File: src/rtl/rom_arb_pkg.sv
// rom_arb_pkg: shared port ids, stage-1 pipeline record and ROM address check
//   PORT_FETCH / PORT_LOAD : requester ids (0 = instruction fetch, 1 = data load)
//   s1_t                   : owner / valid / bad flags registered at the end of the grant cycle
//   addr_bad()             : misaligned or beyond the last ROM word
package rom_arb_pkg;

   localparam logic PORT_FETCH = 1'b0;
   localparam logic PORT_LOAD  = 1'b1;

   typedef struct packed {
      logic owner;
      logic valid;
      logic bad;
   } s1_t;

   // Addresses are zero-extended to 64 bits so one function serves any bus width up to 64.
   function automatic logic addr_bad(input logic [63:0] addr, input int depth);
      return (addr[1:0] != 2'b00) || (addr[63:2] >= 62'(depth));
   endfunction

endpackage

File: src/rtl/rom_arb_picker.sv
// rom_arb_picker: 2-way priority picker, fixed or round-robin (ROM_ARB_RR_EN)
//   req_i  : requests, bit 0 = fetch, bit 1 = load
//   last_i : id of the previous winner (only consulted in round-robin builds)
//   gnt_o  : one-hot grant, zero when nothing requests
//   win_o  : winner id; 0 when nothing requests
module rom_arb_picker (
   input  logic [1:0] req_i,
   input  logic       last_i,
   output logic [1:0] gnt_o,
   output logic       win_o
);

`ifdef ROM_ARB_RR_EN
   // On a tie the port that did not win last time goes next.
   assign win_o = (req_i[0] & req_i[1]) ? ~last_i : req_i[1];
`else
   logic unused_last;
   assign unused_last = last_i;
   assign win_o = req_i[1] & ~req_i[0];
`endif

   assign gnt_o = {req_i[1] & win_o, req_i[0] & ~win_o};

endmodule

File: src/rtl/rom_access_arbiter.sv
// rom_access_arbiter: shares one synchronous ROM between fetch (port 0) and load (port 1)
//   mN_req_i/mN_addr_i         : requests, held until mN_gnt_o
//   mN_gnt_o                   : combinational grant, at most one per cycle
//   mN_rvalid_o/rdata_o/err_o  : registered response two cycles after the grant
//   rom_en_n_o/rom_addr_o      : ROM enable (active low) and byte address
//   rom_data_i                 : ROM read data, valid the cycle after an enabled edge
// Define ROM_ARB_RR_EN for round-robin tie breaking; fixed priority to port 0 otherwise.
module rom_access_arbiter
   import rom_arb_pkg::*;
#(
   parameter int ADDR_WIDTH = 32,
   parameter int DATA_WIDTH = 32,
   parameter int ROM_DEPTH  = 2048
) (
   input  logic                  clk,
   input  logic                  reset_n,
   input  logic                  m0_req_i,
   input  logic [ADDR_WIDTH-1:0] m0_addr_i,
   output logic                  m0_gnt_o,
   output logic                  m0_rvalid_o,
   output logic [DATA_WIDTH-1:0] m0_rdata_o,
   output logic                  m0_err_o,
   input  logic                  m1_req_i,
   input  logic [ADDR_WIDTH-1:0] m1_addr_i,
   output logic                  m1_gnt_o,
   output logic                  m1_rvalid_o,
   output logic [DATA_WIDTH-1:0] m1_rdata_o,
   output logic                  m1_err_o,
   output logic                  rom_en_n_o,
   output logic [ADDR_WIDTH-1:0] rom_addr_o,
   input  logic [DATA_WIDTH-1:0] rom_data_i
);

   logic [1:0]            req, gnt, rvalid_d, rvalid_q, err_d, err_q;
   logic                  win, last, grant, bad, good;
   logic [ADDR_WIDTH-1:0] win_addr, rom_addr_d, rom_addr_q;
   logic [DATA_WIDTH-1:0] rdata0_d, rdata0_q, rdata1_d, rdata1_q;
   s1_t                   s1_d, s1_q;

   // Reset masks requests so a grant can never coincide with reset.
   assign req = {m1_req_i, m0_req_i} & {2{reset_n}};

   rom_arb_picker u_picker (
      .req_i (req),
      .last_i(last),
      .gnt_o (gnt),
      .win_o (win)
   );

`ifdef ROM_ARB_RR_EN
   logic last_d, last_q;
   assign last_d = grant ? win : last_q;
   assign last   = last_q;
   always_ff @(posedge clk or negedge reset_n)
      if (!reset_n) last_q <= PORT_LOAD;
      else last_q <= last_d;
`else
   assign last = PORT_LOAD;
`endif

   always_comb begin
      grant      = |gnt;
      win_addr   = win ? m1_addr_i : m0_addr_i;
      bad        = addr_bad(64'(win_addr), ROM_DEPTH);
      good       = grant & ~bad;
      rom_addr_d = good ? win_addr : rom_addr_q;
      s1_d       = '{owner: win, valid: grant, bad: bad};
      rvalid_d   = {2{s1_q.valid}} & (2'b01 << s1_q.owner);
      err_d      = s1_q.bad ? rvalid_d : 2'b00;
      rdata0_d   = rvalid_d[PORT_FETCH] ? (s1_q.bad ? '0 : rom_data_i) : rdata0_q;
      rdata1_d   = rvalid_d[PORT_LOAD]  ? (s1_q.bad ? '0 : rom_data_i) : rdata1_q;
   end

   always_ff @(posedge clk or negedge reset_n)
      if (!reset_n) begin
         rom_addr_q <= '0;
         s1_q       <= '0;
         rvalid_q   <= '0;
         err_q      <= '0;
         rdata0_q   <= '0;
         rdata1_q   <= '0;
      end else begin
         rom_addr_q <= rom_addr_d;
         s1_q       <= s1_d;
         rvalid_q   <= rvalid_d;
         err_q      <= err_d;
         rdata0_q   <= rdata0_d;
         rdata1_q   <= rdata1_d;
      end

   assign m0_gnt_o    = gnt[PORT_FETCH];
   assign m1_gnt_o    = gnt[PORT_LOAD];
   assign rom_en_n_o  = ~good;
   assign rom_addr_o  = rom_addr_d;
   assign m0_rvalid_o = rvalid_q[PORT_FETCH];
   assign m1_rvalid_o = rvalid_q[PORT_LOAD];
   assign m0_err_o    = err_q[PORT_FETCH];
   assign m1_err_o    = err_q[PORT_LOAD];
   assign m0_rdata_o  = rdata0_q;
   assign m1_rdata_o  = rdata1_q;

endmodule
File: config.mk
export PLATFORM = sky130hd
export DESIGN_NAME = rom_access_arbiter
export DESIGN_NICKNAME = d
export VERILOG_FILES = /design/src/rtl/rom_arb_pkg.sv /design/src/rtl/rom_arb_picker.sv /design/src/rtl/rom_access_arbiter.sv
export SDC_FILE = /design/constraint.sdc
export NUM_CORES = 1
export LEC_CHECK = 0
export CORE_MARGIN = 2
export CORE_UTILIZATION = 35
export CTS_BUF_LIST = sky130_fd_sc_hd__clkbuf_8
export DETAILED_ROUTE_END_ITERATION = 16
export PLACE_DENSITY_LB_ADDON = 0.1
export SKIP_LAST_GASP = 1
export SYNTH_ARGS = -nofsm -noshare
export SYNTH_HDL_FRONTEND = slang
export SYNTH_SLANG_ARGS = --single-unit
export TNS_END_PERCENT = 50
File: constraint.sdc
create_clock -name clk -period 2.23 [get_ports clk]
set_clock_uncertainty 0.05 [all_clocks]
set_input_delay 0.446 -clock clk [delete_from_list [all_inputs] [get_ports clk]]
set_output_delay 0.446 -clock clk [all_outputs]
set_load 0.1 [all_outputs]
# [Yosys cells after proc, flatten, opt, wreduce, memory -nomap -nowiden]
# Cells that the tools add are included.
[totals] regBits=103 out_inout_bits=103 wordCells=27 input_bits=100
[classes] shifts=1 reduce_logical=3 mux=4 bitwise_logic=10 n_lt_le_gt_ge=1
[ops] cell="$mux 32" n=3
[ops] cell="$ge 30x12->1 const B" n=1
[ops] cell="$and 1x1->1" n=4
[ops] cell="$and 2x2->2" n=2
[ops] cell="$not 1->1" n=4
[ops] cell="$mux 2" n=1
[ops] cell="$reduce_bool 2->1" n=1
[ops] cell="$reduce_or 2->1" n=1
[ops] cell="$shl 1x1->2 const A" n=1
[ops] cell="$logic_or 1x1->1" n=1

# [Depth between registers and ports, before layout]
# Gate-level depths: netlist of run 1.
[logic_depth] ltp_word=9 ltp_mapped=7 ltp_nobuf=5

# [Cells and area by module]
# A second synthesis of run 1 with hierarchy kept.
[unflattened] cells_unflattened=366 hier_area_um2=4011.3
[modules_own_cells] module="rom_access_arbiter" instances=1 area_per_inst_um2=3993.8 cells_per_inst=363 seq_area_each_um2=2577.5
[modules_own_cells] module="rom_arb_picker" instances=1 area_per_inst_um2=17.5 cells_per_inst=3 seq_area_each_um2=0.0

# [Least setup slack after synthesis of run 1]
# No wires, ideal clock.
[synth_timing] kind="input port to output port" start="in m0_req_i" end="out rom_addr_o[0]" required_ns=1.734 stages=6 slack_ns=-1.394 path_buffers=2 t_arrival_ns=3.128 cell_sequence="and2_1 -> and3_1 -> a22o_4 -> buf_6 -> buf_2 -> nor2_1"
[synth_between] elab_chain_cells=9 word_cells_on_any_way=14 classes_between="1 x order compare; 2 x mux; 8 x bitwise; 3 x reduce/logical"
[synth_lines] element="start, declared" line="rom_access_arbiter.sv:17" rtl="input logic m0_req_i,"
[synth_lines] element="$and 2x2->2 *" line="rom_access_arbiter.sv:41" rtl="assign req = {m1_req_i, m0_req_i} & {2{reset_n}};"
[synth_lines] element="$not 1->1" line="rom_arb_picker.sv:19" rtl="assign win_o = req_i[1] & ~req_i[0];"
[synth_lines] element="$and 1x1->1" line="rom_arb_picker.sv:19"
[synth_lines] element="$mux 32" line="rom_access_arbiter.sv:63" rtl="win_addr = win ? m1_addr_i : m0_addr_i;"
[synth_lines] element="$ge 30x12->1 / $reduce_bool 2->1 (equally long branches)" line="rom_arb_pkg.sv:18" rtl="return (addr[1:0] != 2'b00) || (addr[63:2] >= 62'(depth));"
[synth_lines] element="$logic_or 1x1->1" line="rom_arb_pkg.sv:18"
[synth_lines] element="$not 1->1" line="rom_access_arbiter.sv:65" rtl="good = grant & ~bad;"
[synth_lines] element="$and 1x1->1" line="rom_access_arbiter.sv:65"
[synth_lines] element="$mux 32 *" line="rom_access_arbiter.sv:66" rtl="rom_addr_d = good ? win_addr : rom_addr_q;"
[synth_lines] element="end, declared" line="rom_access_arbiter.sv:30" rtl="output logic [ADDR_WIDTH-1:0] rom_addr_o,"
# Mark *: on every way between the ends. The rest lies on a longest branch, timed or not.

# [Final worst setup path of run 1]
[layout_timing] start="in m1_addr_i[24]" end="out rom_addr_o[12]"
[layout_between] elab_chain_cells=6
[layout_lines] element="start, declared" line="rom_access_arbiter.sv:24" rtl="input logic [ADDR_WIDTH-1:0] m1_addr_i,"
[layout_lines] element="$mux 32" line="rom_access_arbiter.sv:63"
[layout_lines] element="$ge 30x12->1" line="rom_arb_pkg.sv:18"
[layout_lines] element="$logic_or 1x1->1" line="rom_arb_pkg.sv:18"
[layout_lines] element="$not 1->1" line="rom_access_arbiter.sv:65"
[layout_lines] element="$and 1x1->1" line="rom_access_arbiter.sv:65"
[layout_lines] element="$mux 32" line="rom_access_arbiter.sv:66"
# Every way passes these cells.

==> flow_summary.yaml, run 1 <==
cts:
  h-tree-depth: 3
  cts.sinks: 103
  cts_buffers: 9
  cts_root_buffer: "clkbuf_8"
  clk_path_buf_depth: 2
  tritoncts: "built"
  cts-hold-fix-buffers: 0
  clkTransAtPathRegs_ns: 0.10
  clk_latency_ns: 0.36
worst_setup_path:
  crit_slowest_cell: "mux2_4"
  cp_num_buf_inv: 2
  path_class: "input pin to output port"
  critPathTopFamily: "simple AND/OR/NAND/NOR gates"
  ff2ff_path_depth: 3
  critPathRequiredTime_ns: 1.73
  r2r-end: "m1_rdata_o[25]$_DFFE_PN0P_"
  path_cells: "buf_6 -> nor4_2 -> and4_4 -> a22o_4 -> mux2_4 -> buf_12"
  worstPathMaxFanout: 6
  r2r_setup_slack_ns: 0.41
  worst_setup_path_end_kind: "output port"
  r2r_start: "s1_q[0]$_DFF_PN0_"
  critPathLaunchType: "input pin"
  cp.arrival_ns: 1.83
  critPathMaxStageDelay_ns: 0.34
timing:
  fin_crit_ns: 2.32
  fmax_ghz: 0.430
  slew_headroom_pct: 27.6
  rsz0062_at_grt: "true"
  finalCritPeriodShare_pct: 104
  hold_viol_final: 0
  finalSetupTns_ns: -1.80
  drv_slew: 0
  layout_setup_ws_ns: -0.0943
  worstMarginPinSlew_ns: 1.08
  setup_viol: 27
synthesis:
  ys_warn_count: 0
  yosys.area_share.simple_pct: 18.2
  synthXorXnorAreaFrac_pct: 0
  synthCells: 404
  netlist_area_um2: 4000
  synthesis.nets: 504
  synthAdderAreaFrac_pct: 0
  synth_edf_count: 0
  synth-seq-cells: 103
  ys_seq_area_share_pct: 64.5
  synth_compound_area_share_pct: 8.77
  synth_mux_area_share_pct: 3.76
  synth_flop_cell: "dfrtp_1"
  ys_types: 22
  synth_top_family_by_area: "simple AND/OR/NAND/NOR gates"
  syn_avg_cell_area_um2: 9.89
  ys_async_sr_fraction_pct: 100
pwr:
  switching_share_pct: 30.8
  cellLeakagePower_nw: 3.44
  clkPwrFrac_pct: 34.1
  power_frac_seq_pct: 44.2
  ir_drop_uv: 429
  power.switching_mw: 1.37
  power.density_nw_per_um2: 638
  intPower_mw: 3.09
  comb_power_share_pct: 21.7
placement:
  port_buffers: 202
  place_congestion: 0.779
  place_area_um2: 6560
  dp_hpwl_mm: 8.08
  place_ws_ns: -0.566
  placedCellCount: 738
routing:
  routed_wirelength_mm: 11.6
  wl_per_cell_um: 15.3
  vias: 3515
  vias_per_cell: 4.61
  drt_iter0_markers: 211
  ant_nets: 0
  drt_pass1_iterations: 5
  drc: 0
final_layout:
  multi_input_area_um2: 1550
  nets: 716
  fin_area_um2: 7000
  syn_to_final_growth_pct: 75.2
  final_util_pct: 62.1
  antenna_cells: 0
  drive_above_1_share_pct: 35.3
  fillers: 937
  regArea_um2: 2580
  layoutNonFillerInstCount: 763
run_status:
  status: "finished, violations left"
  violations: "setup timing"
floorplan:
  initial_core_util_pct: 35.5
  dieWidth_um: 111
  dieArea_um2: 12300
  core_area_um2: 11300
  boundaryPins: 203
  num_rows: 39
  die_h_um: 111
grt:
  grt_max_degree: 67
  track_usage_pct: 19.4
  grt_antenna_before_repair: 0
  grt_overflow: 0
  grt_pass1_wl_mm: 19.1
  grt_pass1_vias: 3662
run:
  max_cap_viol_count: 0
min_path:
  hold_class: "input pin to asynchronous set/reset pin"
## per-stage QoR
stage / hold slack (ns) / total power, mW
after floorplan: 0.100 / 2.61
after detailed placement: 0.425 / 2.99
after global placement: 0.414 / 2.99
after CTS: 0.0184 / 4.50
after global routing: 0.0258 / 4.62
final: 0.0266 / 4.46
## layer usage
metal | vias up | routed length [um] | track usage (%)
met5 | - | 0 | 0
met4 | 0 | 246 | 8.00
met1 | 1652 | 4690 | 23.8
met2 | 135 | 5650 | 31.5
li1 | 1711 | - | -
met3 | 17 | 1060 | 6.62
## state kept, by name, indices dropped and copies added, names as in the netlist
signal / count
m1_rdata_o: 32
rom_addr_q: 32
err_q: 2
rvalid_q: 2
s1_q: 3
m0_rdata_o: 32
## area by class of cell
class                   count  share of cell area, %
inverters                  26                   1.39
clock buffers              10                   1.97
multi-input cells         255                   22.2
well taps                 143                   2.55
clock inverters             5                   1.84
repair buffers            221                   33.3
flip-flops and latches    103                   36.8
## synthesized netlist by cell type, types with 2 or more instances
master	number	area, um2
buf_2	2	10.0
clkbuf_1	19	71.3
nand2_1	130	488
mux2_2	4	45.0
dfrtp_1	103	2580
nor3_1	2	10.0
and2_1	2	12.5
o21ai_0	65	325
mux2_4	7	105
nor4_1	8	50.1
inv_1	24	90.1
nor2_1	26	97.6
and4_1	3	26.3
## power groups by stage
stage	clock network (mW)	registers [mW]	logic, mW
6_report	1.52	1.97	0.970
3_3_place_gp	0	2.01	0.978
5_1_grt	1.62	1.98	1.02
2_1_floorplan	0	2.50	0.107
3_5_place_dp	0	2.01	0.985
4_1_cts	1.56	1.97	0.973
## layout by cell type, fill, tap and decap left out, drive strengths merged
cell,n
buf,146
nand2,130
and3,2
dlygate4sd2,9
nor2,26
clkdlybuf4s15,10
nand3b,1
nand2b,1
inv,26
clkinv,1
o21ai,65
clkbuf,12
and4,3
bufinv,4
o21a,1
nor4,8
clkdlybuf4s50,54
a22o,3
and2,2
mux2,11
nor3,2
dfrtp,103
## worst max-delay path by stage
| stage | from | end | slack [ns] | depth (start not counted) |
|---|---|---|---|---|
| after global routing | m0_addr_i[24] | rom_addr_o[7] | -0.14 | 6 |
| after detailed placement | m0_addr_i[18] | rom_addr_o[5] | -0.57 | 6 |
| after global placement | m0_addr_i[19] | rom_addr_o[4] | -0.56 | 6 |
| final | m1_addr_i[24] | rom_addr_o[12] | -0.09 | 6 |
| after CTS | m1_addr_i[20] | rom_addr_o[10] | -0.14 | 6 |
| after floorplan | reset_n | rom_addr_o[0] | -0.19 | 6 |
## repair_timing
item,CTS,global route
gates resized for setup,139,13
gates cloned,3,2
pin swaps,19,12
setup buffers,4,3
setup endpoints to repair,33,32
## kinds of logic after synthesis
| family | after synthesis |
|---|---|
| AO/OA/AOI/OAI | 67 |
| buffers and inverters | 48 |
| flip-flops | 103 |
| multiplexers | 11 |
| AND/OR/NAND/NOR | 175 |
Note: power is estimated with default switching activity, not from simulation.
==> run 2: changes to the inputs <==
- CORE_UTILIZATION: 35 -> 41
==> flow_summary.yaml, run 2 (synthesis gave the netlist of run 1 again) <==
floorplan:
  dieWidth_um: 103
  core_area_um2: 9590
  initial_core_util_pct: 41.7
  boundaryPins: 203
  die_h_um: 103
  num_rows: 36
  dieArea_um2: 10600
routing:
  vias: 3643
  ant_nets: 0
  routed_wirelength_mm: 12.1
  drt_iter0_markers: 122
  vias_per_cell: 4.76
  drc: 0
  wl_per_cell_um: 15.8
  drt_pass1_iterations: 4
pwr:
  power.density_nw_per_um2: 579
  intPower_mw: 2.64
  comb_power_share_pct: 24.1
  switching_share_pct: 35.4
  clkPwrFrac_pct: 27.7
  ir_drop_uv: 306
  power_frac_seq_pct: 48.2
  cellLeakagePower_nw: 3.48
  power.switching_mw: 1.45
timing:
  layout_setup_ws_ns: -0.172
  finalSetupTns_ns: -3.34
  slew_headroom_pct: 32.1
  setup_viol: 32
  drv_slew: 0
  finalCritPeriodShare_pct: 108
  hold_viol_final: 0
  fmax_ghz: 0.416
  worstMarginPinSlew_ns: 1.01
  rsz0062_at_grt: "true"
  fin_crit_ns: 2.40
worst_setup_path:
  ff2ff_path_depth: 3
  worst_setup_path_end_kind: "output port"
  critPathRequiredTime_ns: 1.73
  critPathLaunchType: "input pin"
  path_class: "input pin to output port"
  r2r_start: "s1_q[0]$_DFF_PN0_"
  r2r-end: "m1_rdata_o[25]$_DFFE_PN0P_"
  startpoint: "m1_addr_i[26]"
  r2r_setup_slack_ns: 0.48
  cp.arrival_ns: 1.91
  worstPathMaxFanout: 7
grt:
  grt_max_degree: 57
  grt_antenna_before_repair: 0
  grt_pass1_vias: 3810
  grt_overflow: 0
  track_usage_pct: 23.7
  grt_pass1_wl_mm: 18.9
final_layout:
  final_common_cell: "nand2_1"
  drive_above_1_share_pct: 37.3
  antenna_cells: 0
  syn_to_final_growth_pct: 76.7
  nets: 727
  layout_common_cells: "129 x nand2_1, 103 x dfrtp_1, 81 x buf_4, 64 x o21ai_0, 54 x clkdlybuf4s50_1"
run_status:
  status: "finished, violations left"
  violations: "setup timing"
placement:
  place_ws_ns: -0.678
  port_buffers: 202
  place_congestion: 0.835
  dp_hpwl_mm: 8.48
cts:
  h-tree-depth: 3
  clkTransAtPathRegs_ns: 0.11
  cts_buffers: 9
  clk_path_buf_depth: 2
  clk_latency_ns: 0.36
  cts.sinks: 103
  tritoncts: "built"
  cts_root_buffer: "clkbuf_8"
min_path:
  hold_class: "input pin to asynchronous set/reset pin"
run:
  max_cap_viol_count: 0
[run 2: cell count changes in the layout (fill, tap and decap cells not counted), sizes merged]
| cell | delta |
|---|---|
| inv | +4 |
| clkdlybuf4s15 | -3 |
| bufinv | -4 |
| a22o | -1 |
| dlygate4sd3 | +2 |
| clkinv | +2 |
| clkbuf | +2 |
| dlygate4sd2 | -4 |
| buf | +14 |
[run 2: final cells by class]
cell class / count / area (um2)
sequential: 103 / 2580
inverter: 26 / 97.6
clock inverter: 7 / 62.6
multi-input combinational: 254 / 1550
timing repair buffer: 233 / 2480
tap: 133 / 166
clock buffer: 9 / 124
fill: 672 / 2530
[run 2: per-stage QoR]
stage | instances | hold slack, ns | area, um2 | power, mW | utilization (%)
finish | 765 | 0.102 | 7060 | 4.09 | 73.6
CTS | 762 | 0.0109 | 7010 | 4.11 | 73.1
detailed placement | 728 | 0.421 | 6560 | 3.00 | 68.4
global route | 765 | 0.127 | 7060 | 4.24 | 73.6
floorplan | 404 | 0.100 | 4210 | 2.61 | -
global placement | 728 | 0.413 | 6560 | 2.99 | 68.4
[run 2: worst max-delay path by stage]
stage	slack, ns	cells past startpoint	end
after CTS	-0.22	10	rom_addr_o[27]
after global routing	-0.23	7	rom_addr_o[4]
final	-0.17	7	rom_addr_o[3]
after detailed placement	-0.68	6	rom_addr_o[3]
after floorplan	-0.19	6	rom_addr_o[0]
after global placement	-0.64	6	rom_addr_o[2]
[run 2: timing repair]
item                                    4_1_cts  5_1_grt
endpoints found under the setup margin       33       33
gates cloned                                  4        0
pin swaps                                    24       17
hold buffers                                  0        2
buffers inserted                             15        3
hold endpoints to repair                      0        7
gates resized for setup                     149       27
[run 2: power by group through the flow]
stage	combinational, mW	sequential (mW)	clock (mW)
CTS	0.975	1.97	1.16
floorplan	0.107	2.50	0
detailed placement	0.991	2.01	0
global placement	0.980	2.01	0
global route	1.03	1.98	1.23
finish	0.985	1.97	1.13
[run 2: critical path, cell delays in order]
cell	delay (ns)
dlygate4sd2_1	0.24
nor3_2	0.15
and3_4	0.23
a22o_4	0.23
buf_6	0.12
mux2_4	0.32
buf_12	0.17
[run 2: metal layers]
layer	GRT usage (%)	vias to the layer above	share of wire, %
li1	-	1739	-
met4	9.74	0	2.2
met2	41.7	152	52
met5	0	-	0
met3	6.03	21	7.5
met1	27.6	1731	38
==> run 3: changes to the inputs <==
- PLACE_DENSITY: unset -> 0.82
- PLACE_DENSITY_LB_ADDON: 0.1 -> unset
==> flow_summary.yaml, run 3 (synthesis gave the netlist of run 1 again) <==
pwr:
  ir_drop_uv: 311
  power.switching_mw: 1.40
  clkPwrFrac_pct: 29.6
  switching_share_pct: 33.4
  power_frac_seq_pct: 47.1
  intPower_mw: 2.80
  cellLeakagePower_nw: 3.44
  comb_power_share_pct: 23.3
  finalPower_mw: 4.20
  power.density_nw_per_um2: 598
timing:
  layout_setup_ws_ns: -0.163
  finalCritPeriodShare_pct: 107
  rsz0062_at_grt: "true"
  setup_viol: 26
  worstMarginPinSlew_ns: 1.03
  hold-worst-slack_ns: 0.108
  fmax_ghz: 0.418
  fin_crit_ns: 2.39
  finalSetupTns_ns: -3.37
  hold_viol_final: 0
  slew_headroom_pct: 30.7
  drv_slew: 0
grt:
  grt_antenna_before_repair: 0
  grt_max_degree: 67
  grt_pass1_vias: 3801
  grt_overflow: 0
  grt_pass1_wl_mm: 18.3
  track_usage_pct: 22.7
final_layout:
  antenna_cells: 0
  multi_input_area_um2: 1560
  layoutNonFillerInstCount: 756
  syn_to_final_growth_pct: 75.6
  fin_area_um2: 7020
  fillers: 680
  regArea_um2: 2580
  nets: 718
  final_common_cell: "nand2_1"
  drive_above_1_share_pct: 35.8
  layout_common_cells: "129 x nand2_1, 103 x dfrtp_1, 83 x buf_4, 64 x o21ai_0, 54 x clkdlybuf4s50_1"
  final_util_pct: 73.1
cts:
  h-tree-depth: 3
  cts_buffers: 9
  clk_latency_ns: 0.35
  clk_path_buf_depth: 2
  tritoncts: "built"
  cts_root_buffer: "clkbuf_8"
  clkTransAtPathRegs_ns: 0.10
  cts.sinks: 103
routing:
  vias_per_cell: 4.83
  drt_iter0_markers: 89
  ant_nets: 0
  drc: 0
  drt_pass1_iterations: 4
  wl_per_cell_um: 15.7
  vias: 3653
  routed_wirelength_mm: 11.9
worst_setup_path:
  worstPathMaxFanout: 6
  cp.arrival_ns: 1.90
  path_class: "input pin to output port"
  worst_setup_path_end_kind: "output port"
  critPathRequiredTime_ns: 1.73
  critPathLaunchType: "input pin"
floorplan:
  boundaryPins: 203
  dieWidth_um: 103
  num_rows: 36
  core_area_um2: 9590
  dieArea_um2: 10600
  initial_core_util_pct: 41.7
  die_h_um: 103
placement:
  placedCellCount: 728
  port_buffers: 202
  place_ws_ns: -0.594
  place_congestion: 0.762
  place_area_um2: 6550
  dp_hpwl_mm: 8.38
run_status:
  status: "finished, violations left"
  violations: "setup timing"
min_path:
  hold_class: "input pin to asynchronous set/reset pin"
run:
  max_cap_viol_count: 0
[run 3: repair_timing]
action                                 in CTS  in global routing
setup endpoints to repair                  33                 33
endpoints found under the hold margin       4                  0
buffers inserted                            7                  0
pin swaps                                  20                  5
hold buffers                                1                  0
gates resized for setup                   164                  2
gates cloned                                3                  1
[run 3: cell type report]
cell class              instances  area share, %
well taps                     133           2.37
inverters                      26           1.39
flip-flops and latches        103           36.7
clock buffers                  11           2.16
repair buffers                224           34.2
multi-input cells             254           22.2
clock inverters                 5          0.909
[run 3: worst max-delay path: stages]
cell and delay [ns]:
buf_6 0.10, nor4_4 0.28, and4_4 0.29, buf_12 0.11, a22o_4 0.17, mux2_4 0.34, buf_12 0.17
[run 3: path summary, 6_finish.rpt]
| path | from | end | slack [ns] | depth (start not counted) |
|---|---|---|---|---|
| hold / removal | reset_n | rom_addr_q[12]$_DFF_PN0_ | 0.11 | 2 |
| hold reg to reg | m0_rdata_o[4]$_DFFE_PN0P_ | m0_rdata_o[4]$_DFFE_PN0P_ | 0.44 | 2 |
| setup / recovery | m0_addr_i[17] | rom_addr_o[9] | -0.16 | 7 |
| setup reg to reg | s1_q[0]$_DFF_PN0_ | m1_rdata_o[6]$_DFFE_PN0P_ | 0.41 | 3 |
| max in group asynchronous | reset_n | m0_rdata_o[19]$_DFFE_PN0P_ | 1.45 | 2 |
| min in group clk | m0_req_i | s1_q[1]$_DFF_PN0_ | 0.35 | 2 |
[run 3: power by group through the flow]
stage	Sequential (mW)	Clock, mW	Combinational [mW]
floorplan	2.50	0	0.107
global placement	2.01	0	0.967
detailed placement	2.01	0	0.980
CTS	1.98	1.27	0.980
global route	1.98	1.35	1.02
finish	1.98	1.24	0.978
[run 3: layer usage]
metal	up-vias	wire [um]	track usage, %
met2	151	6070	39.0
met3	30	1020	7.86
met1	1748	4400	24.8
met4	0	366	11.6
met5	-	0	0
li1	1724	-	-
